File: config.mk
export PLATFORM = sky130hd
export DESIGN_NAME = cv32e40p_alu_permanent_fault_detector
export DESIGN_NICKNAME = d
export VERILOG_FILES = /design/src/rtl/cv32e40p_ft_pkg.sv /design/src/rtl/cv32e40p_alu_fault_counter.sv /design/src/rtl/cv32e40p_alu_permanent_fault_detector.sv
export SDC_FILE = /design/constraint.sdc
export NUM_CORES = 1
export LEC_CHECK = 0
export CAP_MARGIN = 30
export CORE_MARGIN = 2
export CORE_UTILIZATION = 45
export DETAILED_ROUTE_END_ITERATION = 7
export PLACE_DENSITY = 0.64
export SYNTH_ARGS = -nofsm -noshare
export SYNTH_HDL_FRONTEND = slang
export SYNTH_SLANG_ARGS = --single-unit
File: constraint.sdc
create_clock -name clk -period 2.4 [get_ports clk]
set_input_delay 0.24 -clock clk [delete_from_list [all_inputs] [get_ports clk]]
set_output_delay 0.24 -clock clk [all_outputs]
set_load 0.01 [all_outputs]
File: src/rtl/cv32e40p_ft_pkg.sv
// Shared definitions for the ALU permanent-fault detector.
//   NUM_ALU      : number of ALU replicas watched by the TMR voter.
//   POP_W        : width wide enough to hold a popcount over NUM_ALU bits.
//   alu_health_e : per-lane health state (HEALTHY / SUSPECT / FAULTY).
//   popcount_alu : number of set bits in a NUM_ALU-wide vector.
package cv32e40p_ft_pkg;

  localparam int NUM_ALU = 4;
  localparam int POP_W   = $clog2(NUM_ALU + 1);

  typedef enum logic [1:0] {
    HEALTHY = 2'd0,
    SUSPECT = 2'd1,
    FAULTY  = 2'd2
  } alu_health_e;

  function automatic logic [POP_W-1:0] popcount_alu(input logic [NUM_ALU-1:0] v);
    logic [POP_W-1:0] n;
    n = '0;
    for (int i = 0; i < NUM_ALU; i++) begin
      n = n + POP_W'(v[i]);
    end
    return n;
  endfunction

endpackage

File: src/rtl/cv32e40p_alu_fault_counter.sv
// One ALU lane of the permanent-fault detector: health FSM, saturating
// error counter and (optionally) a leaky-bucket decay counter.
//
// Optional feature: define FT_ALU_FAULT_DECAY_EN to let clean samples in
// SUSPECT slowly bleed the error count back down.
//
// Ports:
//   clk        in   clock, rising edge
//   rst        in   synchronous active-high reset
//   clear_i    in   clear all lane state (wins over a simultaneous error)
//   qual_i     in   this lane is sampled this cycle (valid and active)
//   err_i      in   voter mismatch for this lane (used only when qual_i=1)
//   state_o    out  current FSM state (debug / flag generation)
//   faulty_d_o out  next-state is FAULTY (lets the top register the
//                   event and TMR-lost outputs aligned with the flag)
module cv32e40p_alu_fault_counter
  import cv32e40p_ft_pkg::*;
#(
  parameter int CNT_W        = 4,
  parameter int THRESHOLD    = 8,
  parameter int DECAY_PERIOD = 16
) (
  input  logic        clk,
  input  logic        rst,
  input  logic        clear_i,
  input  logic        qual_i,
  input  logic        err_i,
  output alu_health_e state_o,
  output logic        faulty_d_o
);

  // Elaboration-time parameter range checks.
  if (THRESHOLD < 2 || THRESHOLD > (2 ** CNT_W) - 1) begin : g_bad_threshold
    $error("THRESHOLD out of range for CNT_W");
  end
  if (DECAY_PERIOD < 2) begin : g_bad_decay
    $error("DECAY_PERIOD must be at least 2");
  end

  localparam logic [CNT_W-1:0] CNT_MAX = '1;
  localparam logic [CNT_W-1:0] CNT_THR = CNT_W'(THRESHOLD);
  localparam logic [CNT_W-1:0] CNT_ONE = CNT_W'(1);

  alu_health_e      state_q, state_d;
  logic [CNT_W-1:0] cnt_q, cnt_d;
  logic [CNT_W-1:0] cnt_inc;

`ifdef FT_ALU_FAULT_DECAY_EN
  localparam int DCNT_W = $clog2(DECAY_PERIOD);
  localparam logic [DCNT_W-1:0] DCNT_LAST = DCNT_W'(DECAY_PERIOD - 1);
  logic [DCNT_W-1:0] dcnt_q, dcnt_d;
`endif

  // Saturating increment: the counter never wraps.
  assign cnt_inc = (cnt_q == CNT_MAX) ? cnt_q : cnt_q + CNT_ONE;

  // State register.
  always_ff @(posedge clk) begin
    if (rst) begin
      state_q <= HEALTHY;
      cnt_q   <= '0;
`ifdef FT_ALU_FAULT_DECAY_EN
      dcnt_q  <= '0;
`endif
    end else begin
      state_q <= state_d;
      cnt_q   <= cnt_d;
`ifdef FT_ALU_FAULT_DECAY_EN
      dcnt_q  <= dcnt_d;
`endif
    end
  end

  // Next-state logic. Unqualified cycles hold everything.
  always_comb begin
    state_d = state_q;
    cnt_d   = cnt_q;
`ifdef FT_ALU_FAULT_DECAY_EN
    dcnt_d  = dcnt_q;
`endif
    if (clear_i) begin
      state_d = HEALTHY;
      cnt_d   = '0;
`ifdef FT_ALU_FAULT_DECAY_EN
      dcnt_d  = '0;
`endif
    end else if (qual_i) begin
      unique case (state_q)
        HEALTHY: begin
          if (err_i) begin
            state_d = SUSPECT;
            cnt_d   = CNT_ONE;
          end
        end
        SUSPECT: begin
          if (err_i) begin
            cnt_d = cnt_inc;
`ifdef FT_ALU_FAULT_DECAY_EN
            dcnt_d = '0;
`endif
            if (cnt_inc >= CNT_THR) begin
              state_d = FAULTY;
            end
          end
`ifdef FT_ALU_FAULT_DECAY_EN
          else if (dcnt_q == DCNT_LAST) begin
            // A full decay period of clean samples forgives one error.
            dcnt_d = '0;
            cnt_d  = cnt_q - CNT_ONE;
            if (cnt_q == CNT_ONE) begin
              state_d = HEALTHY;
            end
          end else begin
            dcnt_d = dcnt_q + DCNT_W'(1);
          end
`endif
        end
        FAULTY: begin
          // Sticky until clear or reset.
        end
        default: begin
          state_d = HEALTHY;
          cnt_d   = '0;
        end
      endcase
    end
  end

  // Outputs.
  always_comb begin
    state_o    = state_q;
    faulty_d_o = (state_d == FAULTY);
  end

endmodule

File: src/rtl/cv32e40p_alu_permanent_fault_detector.sv
// Permanent-fault detector for the TMR ALU replicas. Each lane counts voter
// mismatches and is declared permanently faulty after THRESHOLD of them;
// the top combines the lanes into the fault flags, a one-cycle rise event
// and a "TMR lost" indication (two or more lanes faulty).
//
// Optional feature: define FT_ALU_FAULT_DECAY_EN for leaky-bucket decay of
// the per-lane error counts.
//
// Handshake: valid_i is a pure qualifier with no back-pressure; a lane is
// sampled in every cycle where valid_i=1 and its active_alu_i bit is set.
//
// Ports:
//   clk                    in   clock, rising edge
//   rst                    in   synchronous active-high reset
//   valid_i                in   voter result valid this cycle
//   err_alu_i[3:0]         in   per-ALU voter mismatch flags
//   active_alu_i[3:0]      in   ALUs currently in the TMR set
//   clear_i                in   clear all fault state
//   permanent_faulty_alu_o out  sticky per-ALU permanent-fault flags
//   fault_event_o          out  one-cycle pulse when any flag newly sets
//   tmr_lost_o             out  two or more ALUs flagged faulty
module cv32e40p_alu_permanent_fault_detector
  import cv32e40p_ft_pkg::*;
#(
  parameter int CNT_W        = 4,
  parameter int THRESHOLD    = 8,
  parameter int DECAY_PERIOD = 16
) (
  input  logic               clk,
  input  logic               rst,
  input  logic               valid_i,
  input  logic [NUM_ALU-1:0] err_alu_i,
  input  logic [NUM_ALU-1:0] active_alu_i,
  input  logic               clear_i,
  output logic [NUM_ALU-1:0] permanent_faulty_alu_o,
  output logic               fault_event_o,
  output logic               tmr_lost_o
);

  alu_health_e        lane_state [NUM_ALU];
  logic [NUM_ALU-1:0] faulty_d;
  logic               fault_event_d, fault_event_q;
  logic               tmr_lost_d, tmr_lost_q;

  for (genvar i = 0; i < NUM_ALU; i++) begin : g_lane
    cv32e40p_alu_fault_counter #(
      .CNT_W        (CNT_W),
      .THRESHOLD    (THRESHOLD),
      .DECAY_PERIOD (DECAY_PERIOD)
    ) u_lane (
      .clk        (clk),
      .rst        (rst),
      .clear_i    (clear_i),
      .qual_i     (valid_i & active_alu_i[i]),
      .err_i      (err_alu_i[i]),
      .state_o    (lane_state[i]),
      .faulty_d_o (faulty_d[i])
    );
  end

  // Flags come straight from the registered lane states.
  always_comb begin
    for (int i = 0; i < NUM_ALU; i++) begin
      permanent_faulty_alu_o[i] = (lane_state[i] == FAULTY);
    end
  end

  // Event and TMR-lost are computed from next-state flags and registered so
  // they line up with the flag outputs. Clear forces faulty_d to zero, so it
  // can never produce an event.
  assign fault_event_d = |(faulty_d & ~permanent_faulty_alu_o);
  assign tmr_lost_d    = (popcount_alu(faulty_d) >= POP_W'(2));

  always_ff @(posedge clk) begin
    if (rst) begin
      fault_event_q <= 1'b0;
      tmr_lost_q    <= 1'b0;
    end else begin
      fault_event_q <= fault_event_d;
      tmr_lost_q    <= tmr_lost_d;
    end
  end

  assign fault_event_o = fault_event_q;
  assign tmr_lost_o    = tmr_lost_q;

endmodule

==> flow_metrics.env, run 1 <==
export IMPL_cts_sinks=26
export IMPL_clk_path_buf_depth=2
export IMPL_die_area_sq_um=3690
export IMPL_grt_max_degree=23
export IMPL_chipHeight_um=60.8
export IMPL_drv_slew=0
export IMPL_yosysWarningCount=0
export IMPL_syn_to_final_growth_pct=17.9
export IMPL_antenna_found_initial=0
export IMPL_ios=18
export IMPL_syn_area_sq_um=1450
export IMPL_synth_most_common_cell="dfxtp_1"
export IMPL_core_sq_um=3050
export IMPL_max_vdd_ir_drop_v=0.000194
export IMPL_final_setup_skew_ns=0.00447
export IMPL_cts_tree="yes"
export IMPL_diodes=0
export IMPL_via_per_inst=6.01
export IMPL_cts_inserted_buffers=3
export IMPL_crit_path_max_fanout=6
export IMPL_cts_resized=0
export IMPL_fmax_mhz=455
export IMPL_p_sw_w=0.000176
export IMPL_synthCells=177
export IMPL_powerDensity_nw_per_um2=428
export IMPL_dp_slack_ns=0.102
export IMPL_start_kind="register"
export IMPL_gp_congestion=0.797
export IMPL_p_int_w=0.000556
export IMPL_synth_edf_count=0
export IMPL_drive_above_1_share_pct=8.16
export IMPL_post_cts_buffers=0
export IMPL_end_kind="register"
export IMPL_antenna_left=0
export IMPL_regToRegSetupSlack_ns=0.20
export IMPL_drc=0
export IMPL_ys_seq_area_share_pct=35.9
export IMPL_placed_cell_area_sq_um=1670
export IMPL_crit_required_ns=2.63
export IMPL_setup_tns_final_ns=0
export IMPL_drv_cap=0
export IMPL_fin_crit_sh_pct=91.5
export IMPL_port_buffers=17
export IMPL_drt_iter0_drc=77
export IMPL_synth_area_leaders="dfxtp_1 (36%), a21oi_1 (8.6%), nand2_1 (4.9%)"
export IMPL_dp_cells=236
export IMPL_grt_pass1_wl_mm=5.65
export IMPL_final_area_sq_um=1710
export IMPL_ys_seq_elements=26
export IMPL_synth_top_area_share_pct=35.9
export IMPL_power_frac_clock_pct=31.8
export IMPL_synth_nets=194
export IMPL_crit_type="register to register"
export IMPL_hold_violations=0
export IMPL_clk_pin_slew_worst_paths_ns=0.15
export IMPL_grt_overflow=0
export IMPL_initial_core_util_pct=47.5
export IMPL_rsz0062_at_grt="false"
export IMPL_synth_area_per_cell_sq_um=8.19
export IMPL_rows=20
export IMPL_place_hpwl_mm=2.41
export IMPL_track_usage_pct=19.9
export IMPL_final_cells=240
export IMPL_nets=214
export IMPL_ys_dominant_reg_cell="dfxtp_1"
export IMPL_setup_ws_ns=0.205
export IMPL_p_comb_share_pct=8.1
export IMPL_postCtsHoldBufs=0
export IMPL_clock_latency_ns=0.33
export IMPL_synth_cell_types=35
export IMPL_fill_cells=314
export IMPL_vias=1442
export IMPL_p_leak_nw=0.585
export IMPL_switching_share_pct=24.0
export IMPL_root_buffer="clkbuf_4"
export IMPL_outcome="completed"
export IMPL_setup_viol=0
export IMPL_timing_slew_headroom_pct=70.1
export IMPL_netlist_top_cells_count="dfxtp_1 (26), a21oi_1 (25), nand2_1 (19)"
export IMPL_htreeDepth=1
export IMPL_drtPass1Iterations=4
export IMPL_worstMarginPinSlew_ns=0.448
export IMPL_grt_pass1_vias=1298
export IMPL_hold_path_class="register to register"
export IMPL_die_w_um=60.8
export IMPL_wl_mm=3.28
export IMPL_power_frac_seq_pct=60.1
export IMPL_arrival_ns=2.43
export IMPL_period_minus_slack_ns=2.20
export IMPL_async_flop_share_pct=0
export IMPL_yosysTopAreaCell="dfxtp_1"
export IMPL_wl_per_cell_um=13.6
cell usage in the layout (no fill, tap or decap), types with 5 or more instances in the layout:
cell | netlist | layout
and3_1 | 5 | 5
a31oi_1 | 9 | 9
nor2_1 | 6 | 6
nand3_1 | 11 | 11
a21oi_1 | 25 | 25
o21ai_0 | 11 | 11
clkdlybuf4s50_1 | 0 | 17
dfxtp_1 | 26 | 26
nor3_1 | 5 | 5
nand2_1 | 19 | 19
registers in the layout, indices dropped and copies added (netlist names):
signal and cells:
fault_event_o 1, g_lane.u_lane.cnt_q 16, tmr_lost_o 1, g_lane.u_lane.state_o 8
stage by stage:
stage | hold slack [ns] | utilization, % | total power, W
floorplan | 0.344 | - | 0.000475
global placement | 0.492 | 54.8 | 0.000507
detailed placement | 0.491 | 54.8 | 0.000509
CTS | 0.514 | 56.0 | 0.000739
global route | 0.528 | 56.0 | 0.000765
finish | 0.515 | 56.0 | 0.000732
power by group through the flow:
| stage | sequential, W | clock (W) | combinational (W) |
|---|---|---|---|
| floorplan | 0.000448 | 0 | 0.0000266 |
| global placement | 0.000449 | 0 | 0.0000577 |
| detailed placement | 0.000449 | 0 | 0.0000592 |
| CTS | 0.000440 | 0.000239 | 0.0000594 |
| global route | 0.000441 | 0.000258 | 0.0000664 |
| finish | 0.000440 | 0.000232 | 0.0000595 |
area by class of cell:
class | count | area, sq um | area share, %
clock buffers | 4 | 36.3 | 2.12
inverters | 4 | 15.0 | 0.878
multi-input cells | 143 | 897 | 52.5
flip-flops and latches | 26 | 520 | 30.5
well taps | 44 | 55.1 | 3.22
repair buffers | 19 | 185 | 10.8
per-layer routing:
layer / vias to the layer above / GRT usage (%) / part of all wire (%)
met3: 8 / 2.99 / 3.9
met5: - / 0 / 0
met1: 685 / 25.4 / 46
met4: 0 / 7.14 / 1.7
met2: 28 / 34.3 / 48
li1: 721 / - / -
path summary, 6_finish.rpt:
| check | start | end | cells past startpoint |
|---|---|---|---|
| worst max-delay path | g_lane[0].u_lane.cnt_q[0]$_SDFFE_PP0P_ | tmr_lost_o$_SDFF_PP0_ | 7 |
| worst min-delay path | g_lane[2].u_lane.cnt_q[3]$_SDFFE_PP0P_ | g_lane[2].u_lane.cnt_q[3]$_SDFFE_PP0P_ | 2 |
| worst max register to register | g_lane[0].u_lane.cnt_q[0]$_SDFFE_PP0P_ | tmr_lost_o$_SDFF_PP0_ | 7 |
| worst min register to register | g_lane[2].u_lane.cnt_q[3]$_SDFFE_PP0P_ | g_lane[2].u_lane.cnt_q[3]$_SDFFE_PP0P_ | 2 |
worst max-delay path: stages (launching register included):
cell and delay, ns:
dfxtp_1 0.44, ha_1 0.23, and4b_1 0.20, a21oi_1 0.23, nand2_1 0.15, a21o_2 0.25
fa_1 0.53, o22ai_1 0.07
kinds of logic (layout without fill, tap and decap cells):
group           Yosys count  count (layout)  synth area share (%)
flops                    26              26                  35.9
compound gates           66              66                  28.5
simple gates             72              72                  28.6
buf+inv                   8              27                  2.24
fa+ha+maj                 5               5                  4.83
(Power assumes the default switching activity.)
==> run 2: changes to the inputs <==
--- a/config.mk
+++ b/config.mk
@@ -9,6 +9,7 @@
 export CORE_MARGIN = 2
 export CORE_UTILIZATION = 45
 export DETAILED_ROUTE_END_ITERATION = 7
+export GPL_TIMING_DRIVEN = 1
 export PLACE_DENSITY = 0.64
 export SYNTH_ARGS = -nofsm -noshare
 export SYNTH_HDL_FRONTEND = slang
==> results of run 2 <==
No change in the layout: final DEF, timing and power equal those of run 1.
